[config.mk]
export PLATFORM = sky130hd
export DESIGN_NAME = display_scan_controller
export DESIGN_NICKNAME = d
export VERILOG_FILES = /design/src/rtl/display_scan_controller.sv
export SDC_FILE = /design/constraint.sdc
export NUM_CORES = 1
export LEC_CHECK = 0
export ABC_AREA = 1
export CORE_ASPECT_RATIO = 1.4
export CORE_UTILIZATION = 53
export CTS_CLUSTER_SIZE = 40
export DETAILED_ROUTE_END_ITERATION = 6
export PLACE_DENSITY = 0.78
export SETUP_SLACK_MARGIN = 0.5
export SYNTH_ARGS = -nofsm -noshare
export SYNTH_HDL_FRONTEND = slang
export SYNTH_SLANG_ARGS = --single-unit
[constraint.sdc]
create_clock -name Clock -period 2.75 [get_ports Clock]
set_input_delay 0.55 -clock Clock [delete_from_list [all_inputs] [get_ports Clock]]
set_output_delay 0.55 -clock Clock [all_outputs]
set_load 0.02 [all_outputs]
[src/rtl/display_scan_controller.sv]
// Multiplexed seven-segment scan controller: one shared decoder, per-digit drive slots
// separated by all-anodes-off guard gaps, with frame-synchronous value updates.
module display_scan_controller #(
    parameter int DIGITS   = 4,
    parameter int PRESCALE = 50000,
    parameter int GUARD    = 4
) (
    input  logic                                        Clock,
    input  logic                                        Reset_n,
    input  logic                                        Enable,
    input  logic [4*DIGITS-1:0]                         Value,
    input  logic [DIGITS-1:0]                           Dp,
    input  logic                                        Load,
    input  logic                                        Blank_lz,
    output logic [6:0]                                  Segments,
    output logic                                        Dot,
    output logic [DIGITS-1:0]                           Anodes,
    output logic [(DIGITS > 1 ? $clog2(DIGITS) : 1)-1:0] Digit_index,
    output logic                                        Frame_done
);

    localparam int PW = $clog2(PRESCALE);
    localparam int GW = $clog2(GUARD + 1);
    localparam int IW = (DIGITS > 1) ? $clog2(DIGITS) : 1;

    localparam logic [PW-1:0] PRE_LAST = PW'(PRESCALE - 1);
    localparam logic [GW-1:0] GRD_LAST = GW'(GUARD - 1);
    localparam logic [IW-1:0] DIG_LAST = IW'(DIGITS - 1);

    typedef enum logic [1:0] {
        S_IDLE,
        S_DRIVE,
        S_GUARD
    } state_t;

    state_t              state_q, state_d;
    logic [PW-1:0]       preCnt_q, preCnt_d;
    logic [GW-1:0]       grdCnt_q, grdCnt_d;
    logic [IW-1:0]       digit_q, digit_d;
    logic [4*DIGITS-1:0] activeVal_q, activeVal_d;
    logic [DIGITS-1:0]   activeDp_q, activeDp_d;
    logic [4*DIGITS-1:0] pendVal_q, pendVal_d;
    logic [DIGITS-1:0]   pendDp_q, pendDp_d;
    logic                pendFlag_q, pendFlag_d;
    logic [6:0]          segs_q, segs_d;
    logic                dot_q, dot_d;
    logic [DIGITS-1:0]   anodes_q, anodes_d;
    logic                frameDone_q, frameDone_d;

    logic                frameStart;
    logic [3:0]          nib;
    logic                dpBit;
    logic                zeroRun;
    logic                blankHere;

    function automatic logic [6:0] hexToSeg(input logic [3:0] n);
        case (n)
            4'h0: return 7'h40;
            4'h1: return 7'h79;
            4'h2: return 7'h24;
            4'h3: return 7'h30;
            4'h4: return 7'h19;
            4'h5: return 7'h12;
            4'h6: return 7'h02;
            4'h7: return 7'h78;
            4'h8: return 7'h00;
            4'h9: return 7'h10;
            4'hA: return 7'h08;
            4'hB: return 7'h03;
            4'hC: return 7'h46;
            4'hD: return 7'h21;
            4'hE: return 7'h06;
            default: return 7'h0E;
        endcase
    endfunction

    // Outputs are decoded from next-state values so they appear registered on the same
    // edge the scan position changes, including a freshly transferred frame value.
    always_comb begin
        state_d     = state_q;
        preCnt_d    = preCnt_q;
        grdCnt_d    = grdCnt_q;
        digit_d     = digit_q;
        activeVal_d = activeVal_q;
        activeDp_d  = activeDp_q;
        pendVal_d   = pendVal_q;
        pendDp_d    = pendDp_q;
        pendFlag_d  = pendFlag_q;
        frameStart  = 1'b0;
        frameDone_d = 1'b0;

        if (!Enable) begin
            state_d  = S_IDLE;
            preCnt_d = '0;
            grdCnt_d = '0;
            digit_d  = '0;
        end else begin
            case (state_q)
                S_IDLE: begin
                    state_d    = S_DRIVE;
                    digit_d    = '0;
                    preCnt_d   = '0;
                    frameStart = 1'b1;
                end
                S_DRIVE: begin
                    if (preCnt_q == PRE_LAST) begin
                        state_d  = S_GUARD;
                        preCnt_d = '0;
                        grdCnt_d = '0;
                    end else begin
                        preCnt_d = preCnt_q + 1'b1;
                    end
                end
                S_GUARD: begin
                    if (grdCnt_q == GRD_LAST) begin
                        state_d  = S_DRIVE;
                        grdCnt_d = '0;
                        if (digit_q == DIG_LAST) begin
                            digit_d     = '0;
                            frameStart  = 1'b1;
                            frameDone_d = 1'b1;
                        end else begin
                            digit_d = digit_q + 1'b1;
                        end
                    end else begin
                        grdCnt_d = grdCnt_q + 1'b1;
                    end
                end
                default: state_d = S_IDLE;
            endcase
        end

        // Transfer happens before capture so a Load coinciding with a frame start waits a frame.
        if (frameStart && pendFlag_q) begin
            activeVal_d = pendVal_q;
            activeDp_d  = pendDp_q;
            pendFlag_d  = 1'b0;
        end
        if (Load) begin
            pendVal_d  = Value;
            pendDp_d   = Dp;
            pendFlag_d = 1'b1;
        end

        nib       = '0;
        dpBit     = 1'b0;
        zeroRun   = 1'b1;
        blankHere = 1'b0;
        anodes_d  = '1;
        for (int i = DIGITS - 1; i >= 0; i--) begin
            zeroRun = zeroRun && (activeVal_d[4*i +: 4] == 4'h0);
            if (digit_d == IW'(i)) begin
                nib       = activeVal_d[4*i +: 4];
                dpBit     = activeDp_d[i];
                blankHere = Blank_lz && zeroRun && (i != 0);
                anodes_d[i] = (state_d != S_DRIVE);
            end
        end

        if (state_d == S_DRIVE) begin
            segs_d = blankHere ? 7'h7F : hexToSeg(nib);
            dot_d  = ~dpBit;
        end else begin
            segs_d = 7'h7F;
            dot_d  = 1'b1;
        end
    end

    always_ff @(posedge Clock) begin
        if (!Reset_n) begin
            state_q     <= S_IDLE;
            preCnt_q    <= '0;
            grdCnt_q    <= '0;
            digit_q     <= '0;
            activeVal_q <= '0;
            activeDp_q  <= '0;
            pendVal_q   <= '0;
            pendDp_q    <= '0;
            pendFlag_q  <= 1'b0;
            segs_q      <= 7'h7F;
            dot_q       <= 1'b1;
            anodes_q    <= '1;
            frameDone_q <= 1'b0;
        end else begin
            state_q     <= state_d;
            preCnt_q    <= preCnt_d;
            grdCnt_q    <= grdCnt_d;
            digit_q     <= digit_d;
            activeVal_q <= activeVal_d;
            activeDp_q  <= activeDp_d;
            pendVal_q   <= pendVal_d;
            pendDp_q    <= pendDp_d;
            pendFlag_q  <= pendFlag_d;
            segs_q      <= segs_d;
            dot_q       <= dot_d;
            anodes_q    <= anodes_d;
            frameDone_q <= frameDone_d;
        end
    end

    assign Segments    = segs_q;
    assign Dot         = dot_q;
    assign Anodes      = anodes_q;
    assign Digit_index = digit_q;
    assign Frame_done  = frameDone_q;

endmodule

* Yosys cells after proc, flatten, opt, wreduce, memory -nomap -nowiden
Memory sizes are Yosys's and may differ from the RTL's. A register that Yosys moved wholly into a read port is not among the register bits.
Cells that the tools add are included.
** Word-level totals
- Output and inout port bits :: 15
- Logic and storage cells :: 89
- Bits of input ports :: 25
- Memories :: 1
- ROM bits :: 112
- Register bits :: 70
** Memories
- (name not given) :: depth 16, width 7, read ports 1, clocked after Yosys merged registers in 1, wr ports 0, RTL line 57 : case (n)
** Cells by class
- Add/sub/neg operators :: 3
- Muxes and demuxes :: 33
- Bitwise gates (word level) :: 3
- Reductions and logical operators :: 23
- Eq/ne operators :: 11
** Operators by type and width (number)
- $mux 16 :: 2
- $pmux 16 s2 :: 1
- $mux 4 :: 5
- $add 16x1->16 const B :: 1
- $eq 16x16->1 const B :: 1
- $reduce_and 2->1 :: 7
- $mux 1 :: 13
- $logic_not 4->1 :: 3
- $mux 2 :: 6
- $eq 2x2->1 const B :: 4
- $eq 2x1->1 const B :: 3
- $logic_and 1x1->1 :: 6
- $mux 3 :: 2
- $pmux 2 s3 :: 1
- $pmux 3 s2 :: 1
- $reduce_bool 2->1 :: 3
- $logic_not 2->1 :: 2
- $pmux 2 s2 :: 1
- $add 3x1->3 const B :: 1
- $eq 3x2->1 const B :: 1
- $not 1->1 :: 3
- $reduce_and 3->1 :: 1
- $reduce_or 3->1 :: 1
- $add 2x1->2 const B :: 1
- 3 further kinds :: 3

* Depth between registers and ports, before layout
Gate-level depths: netlist (run 1).
- Depth after elaboration :: 14
- Depth in mapped cells :: 17
- Gate-level depth less buffers :: 17

* Worst setup path after synthesis (run 1)
OpenSTA, ideal clock, no wires.
- Kind :: reg2reg
- Start :: register digit_q[1] (netlist: Digit_index[1])
- End :: register segs_q[5] (netlist: Segments[5])
- Required time :: 2.636 ns
- Path buffers :: 2
- Period minus slack after synthesis :: 2.395 ns
- Cell stages (with the launch flop) :: 16
- Setup slack :: 0.355 ns
- Data arrival time :: 2.281 ns
- Library setup time :: 0.114 ns
- Path through :: dfxtp_1 ha_1 nand3_1 nand2_2 nand3_4 buf_6 buf_4 o21ai_1 nor2_1 nor2_2 inv_1 ha_1 nand2_1 o21ai_0 nand2_1 nand2_1
** On the way
- Word-level cells in the longest chain between the ends :: 14
- Elaborated cells between the ends (all ways) :: 33
- Those cells by class :: 1 x add/sub; 4 x eq/ne; 17 x mux; 11 x reduce/logical
** RTL lines
- start: declaration :: RTL line 39 : logic [IW-1:0] digit_q, digit_d;
- start signal: assignment :: RTL line 188 : digit_q <= digit_d;
- $eq 2x2->1 :: RTL line 118 : if (digit_q == DIG_LAST) begin
- $mux 1 :: RTL line 118
- $mux 1 :: RTL line 115 : if (grdCnt_q == GRD_LAST) begin
- $pmux 1 s2 :: RTL line 98 : case (state_q)
- $mux 1 :: RTL line 92 : if (!Enable) begin
- $logic_and 1x1->1 :: RTL line 134 : if (frameStart && pendFlag_q) begin
- $mux 16 :: RTL line 134
- $logic_not 4->1 :: RTL line 151 : zeroRun = zeroRun && (activeVal_d[4*i +: 4] == 4'h0);
- $logic_and 1x1->1 (on tied branches) :: RTL line 155, 151
- $mux 1 (tied with other cells) :: RTL line 152 : if (digit_d == IW'(i)) begin
- $mux 1 or $logic_and 1x1->1 (tied branches) :: RTL line 152, 155
- $mux 1 (2 in series) :: RTL line 152
- $reduce_or 3->1 (no source line)
- end: declaration :: RTL line 45 : logic [6:0] segs_q, segs_d;
Several ways; a longest one is shown, not always the timed one.
A chain may end at the register's enable or synchronous reset.

* Worst setup path in the final report (run 1)
- Start :: register grdCnt_q[0]
- End :: register segs_q[3] (netlist: Segments[3])
** On the way
- Word-level cells in the longest chain between the ends :: 13
- Elaborated cells between the ends (all ways) :: 35
- Those cells by class :: 5 x eq/ne; 18 x mux; 1 x bitwise; 11 x reduce/logical
** RTL lines
- start: declaration :: RTL line 38 : logic [GW-1:0] grdCnt_q, grdCnt_d;
- start signal: assignment :: RTL line 187 : grdCnt_q <= grdCnt_d;
- $eq 3x2->1 (*) :: RTL line 115
- $mux 1 :: RTL line 115
- $pmux 1 s2 :: RTL line 98
- $mux 1 :: RTL line 92
- $logic_and 1x1->1 :: RTL line 134
- $mux 16 :: RTL line 134
- $logic_not 4->1 :: RTL line 151
- $logic_and 1x1->1 (on tied branches) :: RTL line 155, 151
- $mux 1 (tied with other cells) :: RTL line 152
- $mux 1 or $logic_and 1x1->1 (tied branches) :: RTL line 152, 155
- $mux 1 (2 in series) :: RTL line 152
- $reduce_or 3->1 (no source line)
Mark *: on every way between the ends. The rest lies on a longest branch, timed or not.

==> flow_metrics.env, run 1 <==
export IMPL_r2r_start="grdCnt_q[0]"
export IMPL_seq_area_frac_synth_pct=42.4
export IMPL_grt_usage_pct=25.9
export IMPL_min_from="grdCnt_q[0]"
export IMPL_min_path_type="flip-flop to flip-flop"
export IMPL_fin_skew_ns=0.0116
export IMPL_synth_area_mm2=0.00363
export IMPL_syn_inst=517
export IMPL_worst_ep_required_time_ns=3.02
export IMPL_yosysTopAreaCell="dfxtp_1"
export IMPL_grt_pass1_vias=3404
export IMPL_synth_top_family_by_area="simple AND/OR/NAND/NOR gates"
export IMPL_clock_fmax_mhz=437
export IMPL_ant_nets=0
export IMPL_ys_flop_type="dfxtp_1"
export IMPL_synth_compound_area_share_pct=11.9
export IMPL_ir_drop_uv=351
export IMPL_yosysMostFrequentCell="nand2_1"
export IMPL_yosys_area_share_simple_pct=32.9
export IMPL_synth_common_cells="nand2_1, nor2_1, dfxtp_1"
export IMPL_synth_xor_area_share_pct=0.964
export IMPL_synthArstFlopShare_pct=0
export IMPL_critical_path_class="flip-flop to flip-flop"
export IMPL_clkTransAtPathRegs_ns=0.08
export IMPL_synth_fa_ha_area_share_pct=2.75
export IMPL_yosys_area_top_type_share_pct=42.4
export IMPL_post_drt_wl_per_cell_um=13.0
export IMPL_setup_worst_path_end_class="flip-flop"
export IMPL_grt_pass1_wl_um=14600
export IMPL_grt_max_degree=26
export IMPL_hold_ws_ns=0.463
export IMPL_cts_hold_buf=0
export IMPL_maxCapViolCount=0
export IMPL_final_period_utilization_pct=83.3
export IMPL_numCtsBuffers=9
export IMPL_worst_slew_pin_slew_ns=0.688
export IMPL_place_area_mm2=0.00420
export IMPL_drive_gt1_share_pct=19.3
export IMPL_final_area_mm2=0.00478
export IMPL_post_route_drc_count=0
export IMPL_finalHoldViolations=0
export IMPL_syn_num_nets=550
export IMPL_wl_um=8960
export IMPL_via_per_inst=5.26
export IMPL_cp_startpoint="grdCnt_q[0]"
export IMPL_synthTopCellsByArea="dfxtp_1, nand2_1, nor2_1"
export IMPL_die_h_um=100
export IMPL_setup_viol=0
export IMPL_startpoint_type="flip-flop"
export IMPL_rows=35
export IMPL_ys_seq_elements=77
export IMPL_place_congestion=0.917
export IMPL_num_nets_final=624
export IMPL_leakage_nw=2.08
export IMPL_dp_final_hpwl_um=5920
export IMPL_portBuffers=39
export IMPL_clock_latency_ns=0.37
export IMPL_num_vias=3617
export IMPL_cp_max_fo=6
export IMPL_r2r_cells=16
export IMPL_first_pass_iters=4
export IMPL_drv_slew=0
export IMPL_die_area_mm2=0.00720
export IMPL_io_pin_count=40
export IMPL_hold_path_depth=1
export IMPL_netlist_cell_type_count=37
export IMPL_synth_enable_flop_cells=0
export IMPL_cts_sinks=77
export IMPL_status="finished, final reports clean"
export IMPL_layout_min_cycle_time_ns=2.29
export IMPL_cts_max_path_buffers=2
export IMPL_drt_iter0_drc=272
export IMPL_insertedDiodeCount=0
export IMPL_p_per_area_mw_per_mm2=490
export IMPL_rsz0062_at_grt="true"
export IMPL_muxShareOfSynthArea_pct=0.551
export IMPL_overflow=0
export IMPL_synth_warning_count=0
export IMPL_area_growth_syn_to_layout_pct=31.5
export IMPL_max_slew_margin_pct=54.1
export IMPL_cts_tree="built"
export IMPL_core_mm2=0.00661
export IMPL_die_x_um=72.0
export IMPL_antenna_found_initial=0
export IMPL_syn_avg_cell_area_um2=7.03
export IMPL_cts_htree_levels=3
export IMPL_crit_arrival_ns=2.56
export IMPL_cts_root_buffer="clkbuf_8"
export IMPL_initial_utilization_pct=55.0
## cells in the final DEF, fill, tap and decap left out, types with 3 or more instances in the layout
cell,n
nand2_1,101
nor2_1,83
dfxtp_1,73
inv_1,55
clkdlybuf4s50_1,38
o21ai_0,31
buf_4,30
nand3_1,29
a21oi_1,28
nand4_1,13
inv_2,11
nand2_2,10
clkbuf_8,9
nand3_2,7
o21ai_2,6
nor2_2,5
o21ai_1,5
nand2_4,4
nor2_4,4
xor2_1,4
dfxtp_4,3
ha_2,3
ha_1,3
## state kept, by name (all words and copies together) (netlist names)
signal	count
Anodes	4
Frame_done	1
pendDp_q	4
state_q	2
Segments	7
pendVal_q	16
activeVal_q	16
activeDp_q	4
preCnt_q	16
grdCnt_q	3
pendFlag_q	1
Digit_index	2
Dot	1
## cells by family after synthesis
group	after synthesis
compound gates	79
buf+inv	79
simple gates	268
xor+xnor	4
flops	77
mux	2
fa+ha+maj	8
## critical path, cell delays in order (launching register included)
cell     delay, ns
dfxtp_4       0.37
ha_4          0.16
nand3_2       0.09
nand2_4       0.09
nand3_4       0.13
buf_12        0.19
nand2_1       0.11
inv_1         0.07
nor2_1        0.09
nand2_1       0.07
nand4_1       0.17
inv_2         0.10
ha_1          0.21
nand3_1       0.10
nand2_1       0.09
nand2_1       0.07
nand3_1       0.06
## metrics by stage
| stage | util, % | power, W | setup slack, ns | instances | TNS [ns] |
|---|---|---|---|---|---|
| 6_report | 72.3 | 0.00234 | 0.460 | 688 | 0 |
| 3_3_place_gp | 63.5 | 0.00146 | 0.0717 | 649 | 0 |
| 3_5_place_dp | 63.5 | 0.00147 | -0.0157 | 649 | -0.0252 |
| 5_1_grt | 72.3 | 0.00243 | 0.311 | 688 | 0 |
| 2_1_floorplan | - | 0.00136 | 0.508 | 517 | 0 |
| 4_1_cts | 69.7 | 0.00231 | 0.520 | 679 | 0 |
## cell type report
class	instances	area, um^2
Clock buffer	10	128
Clock inverter	6	65.1
Fill cell	491	1830
Inverter	66	248
Multi-Input combinational cell	363	1970
Sequential cell	77	1550
Tap cell	92	115
Timing Repair Buffer	74	704
## path summary, 6_finish.rpt
kind / slack [ns] / endpoint
setup / recovery: 0.46 / Segments[3]
hold / removal: 0.46 / grdCnt_q[0]
setup reg to reg: 0.46 / Segments[3]
hold reg to reg: 0.46 / grdCnt_q[0]
## timing repair
item,4_1_cts,5_1_grt
endpoints found under the setup margin,7,9
gates resized for setup,24,28
pin swaps,8,20
setup buffers,12,8
gates cloned,2,1
## power breakdown
part           total (W)  internal [W]  switching [W]  leakage (nW)
Sequential       0.00118       0.00116      0.0000238         0.633
Combinational   0.000317      0.000144       0.000173          1.35
Clock           0.000846      0.000419       0.000427        0.0962
Total            0.00234       0.00172       0.000624          2.08
## layer usage
metal  GRT usage (%)  wire length, um
met5               0                0
met4            17.8              445
met3            3.41              298
met2            47.8             4750
met1            26.7             3470
Power figures use the tool's default switching activity.
==> run 2: changes to the inputs <==
Clock period 2.75 ns to 2.2 ns, I/O delays scaled along.
==> run 2 against run 1 <==
Compared with the run above:
- first-iteration DRC count increased by 1.1%
- core utilization is 9.8 points higher
- routed wire length rose by 21%
- flip-flop and latch count is the same
- critical endpoint is now Segments[1]
- global-route usage is 3.2 points higher
==> flow_metrics.env, run 2 (synthesized netlist as in run 1, its figures left out) <==
export IMPL_status="finished, final reports clean"
export IMPL_cp_max_fo=5
export IMPL_cts_root_buffer="clkbuf_8"
export IMPL_cts_sinks=77
export IMPL_die_h_um=100
export IMPL_wl_um=10900
export IMPL_via_per_inst=5.40
export IMPL_drive_gt1_share_pct=31.4
export IMPL_grt_usage_pct=29.1
export IMPL_startpoint_type="flip-flop"
export IMPL_wl_met1_um=3960
export IMPL_cts_htree_levels=3
export IMPL_overflow=0
export IMPL_crit_arrival_ns=2.43
export IMPL_portBuffers=39
export IMPL_critPathMostFrequentCell="nor2_1"
export IMPL_core_mm2=0.00661
export IMPL_cts_tree="built"
export IMPL_max_slew_margin_pct=56.3
export IMPL_final_period_utilization_pct=99.5
export IMPL_instances_no_fill=735
export IMPL_p_per_area_mw_per_mm2=570
export IMPL_reg_top3="activeVal_q: 16 flops, pendVal_q: 16 flops, preCnt_q: 16 flops"
export IMPL_drv_slew=0
export IMPL_drt_iter0_drc=275
export IMPL_finalHoldViolations=0
export IMPL_insertedDiodeCount=0
export IMPL_rrSetupSlack_ns=0.01
export IMPL_grt_pass1_vias=3784
export IMPL_hold_end="preCnt_q[15]"
export IMPL_setup_viol=0
export IMPL_final_common_cell="nand2_1"
export IMPL_clock_fmax_mhz=457
export IMPL_hold_path_depth=2
export IMPL_area_growth_syn_to_layout_pct=49.3
export IMPL_io_pin_count=40
export IMPL_wl_met2_um=5900
export IMPL_grt_pass1_wl_um=16400
export IMPL_grt_max_degree=26
export IMPL_num_vias=3968
export IMPL_fin_skew_ns=0.0168
export IMPL_slowest_stage="dfxtp_4"
export IMPL_highest_signal_layer="met4"
export IMPL_crit_chain="ha_4 > inv_1 > nand3_1 > nand3_1 > nand2_2 > nand2_4 > buf_4 > nand3_1 > nor2_1 > nor2_1 > o21ai_2 > nor2_1 > nor2_1 > nand2_1"
export IMPL_min_path_type="flip-flop to flip-flop"
export IMPL_die_x_um=72.0
export IMPL_numCtsBuffers=9
export IMPL_rsz0062_at_grt="true"
export IMPL_antenna_found_initial=0
export IMPL_met3_length_um=466
export IMPL_initial_utilization_pct=55.0
export IMPL_critical_path_depth=14
export IMPL_cts_max_path_buffers=2
export IMPL_worst_ep_required_time_ns=2.45
export IMPL_cpPeakStageDelay_ns=0.37
export IMPL_dp_final_hpwl_um=6210
export IMPL_post_drt_wl_per_cell_um=14.8
export IMPL_placed_cells=680
export IMPL_post_route_drc_count=0
export IMPL_cp_top_family="simple AND/OR/NAND/NOR gates"
export IMPL_setup_worst_path_end_class="flip-flop"
export IMPL_clkTransAtPathRegs_ns=0.09
export IMPL_final_cell_mix="nand2_1, nor2_1, buf_4, dfxtp_1, inv_1"
export IMPL_fill_cells=386
export IMPL_first_pass_iters=6
export IMPL_die_area_mm2=0.00720
export IMPL_worst_slew_pin_slew_ns=0.655
export IMPL_r2r_start="Digit_index[0]"
export IMPL_min_from="preCnt_q[15]"
export IMPL_r2r_cells=14
export IMPL_layout_min_cycle_time_ns=2.19
export IMPL_clock_latency_ns=0.36
export IMPL_utilization_pct=82.1
export IMPL_ant_nets=0
export IMPL_maxCapViolCount=0
export IMPL_num_nets_final=671
export IMPL_critical_path_class="flip-flop to flip-flop"
export IMPL_place_congestion=0.915
export IMPL_ir_drop_uv=475
export IMPL_r2r_end="Segments[1]"
export IMPL_rows=35
export IMPL_cts_hold_buf=0
export IMPL_leakage_nw=2.35
export IMPL_critPathBufInv=2
==> run 2: cell types whose count changed in the layout (fill, tap and decap cells not counted), sizes merged <==
cell,delta
buf,+46
clkdlybuf4s50,-15
dlygate4sd2,+11
clkinv,-4
dlymetal6s2s,+4
clkinvlp,+3
clkbuf,+2
nand3,+1
nand4,-1
==> run 2: power breakdown <==
part           internal, W  leakage [nW]  switching, W
sequential         0.00144         0.636     0.0000327
combinational     0.000213          1.61      0.000249
clock             0.000621         0.105      0.000531
total              0.00228          2.35      0.000813
==> run 2: how the worst max path moves through the flow <==
| stage | end | start | slack [ns] |
|---|---|---|---|
| after detailed placement | Segments[5] | Enable | -0.43 |
| after CTS | Segments[1] | grdCnt_q[0] | 0.08 |
| after global placement | Segments[1] | Enable | -0.35 |
| final | Segments[1] | Digit_index[0] | 0.01 |
| after global routing | Segments[3] | grdCnt_q[0] | -0.12 |
| after floorplan | Segments[1] | Digit_index[1] | 0.06 |
==> run 2: per-layer routing <==
metal	up-vias	global-route usage, %
met2	169	55.4
li1	1910	-
met3	56	3.92
met4	0	18.7
met5	-	0
met1	1833	29.0
==> run 2: cell type report <==
| class | count | area [um^2] | area share, % |
|---|---|---|---|
| repair buffers | 120 | 1050 | 19.3 |
| clock buffers | 12 | 165 | 3.04 |
| clock inverters | 4 | 53.8 | 0.991 |
| inverters | 66 | 256 | 4.73 |
| multi-input cells | 363 | 2220 | 40.9 |
| well taps | 92 | 115 | 2.12 |
| repair inverters | 1 | 7.51 | 0.138 |
| flip-flops and latches | 77 | 1560 | 28.8 |
==> run 2: worst min-delay path, stage by stage (launching register included) <==
cell	delay, ns
dfxtp_1	0.33
nand2_1	0.06
a21oi_1	0.05
==> run 2: timing repair <==
action / in CTS / in global routing
resized for setup: 67 / 62
cloned: 2 / 1
pin swaps: 29 / 26
setup buffers: 30 / 6
endpoints found under the setup margin: 39 / 28
==> run 2: stage by stage <==
step	total power (W)	setup WS [ns]	cell area (um^2)	TNS (ns)	hold slack, ns
floorplan	0.00171	0.0643	3720	0	0.434
global placement	0.00186	-0.351	4500	-2.25	0.444
detailed placement	0.00187	-0.427	4500	-2.73	0.448
CTS	0.00303	0.0816	5160	0	0.471
global route	0.00319	-0.119	5430	-0.652	0.485
finish	0.00309	0.0120	5430	0	0.486
==> run 3: changes to the inputs <==
Settings changed: SLEW_MARGIN set to 20.
Clock period 2.2 ns to 2.75 ns, I/O delays scaled along.
==> results of run 3 <==
Same layout as run 1: the final DEF is identical, and so are final timing and power.
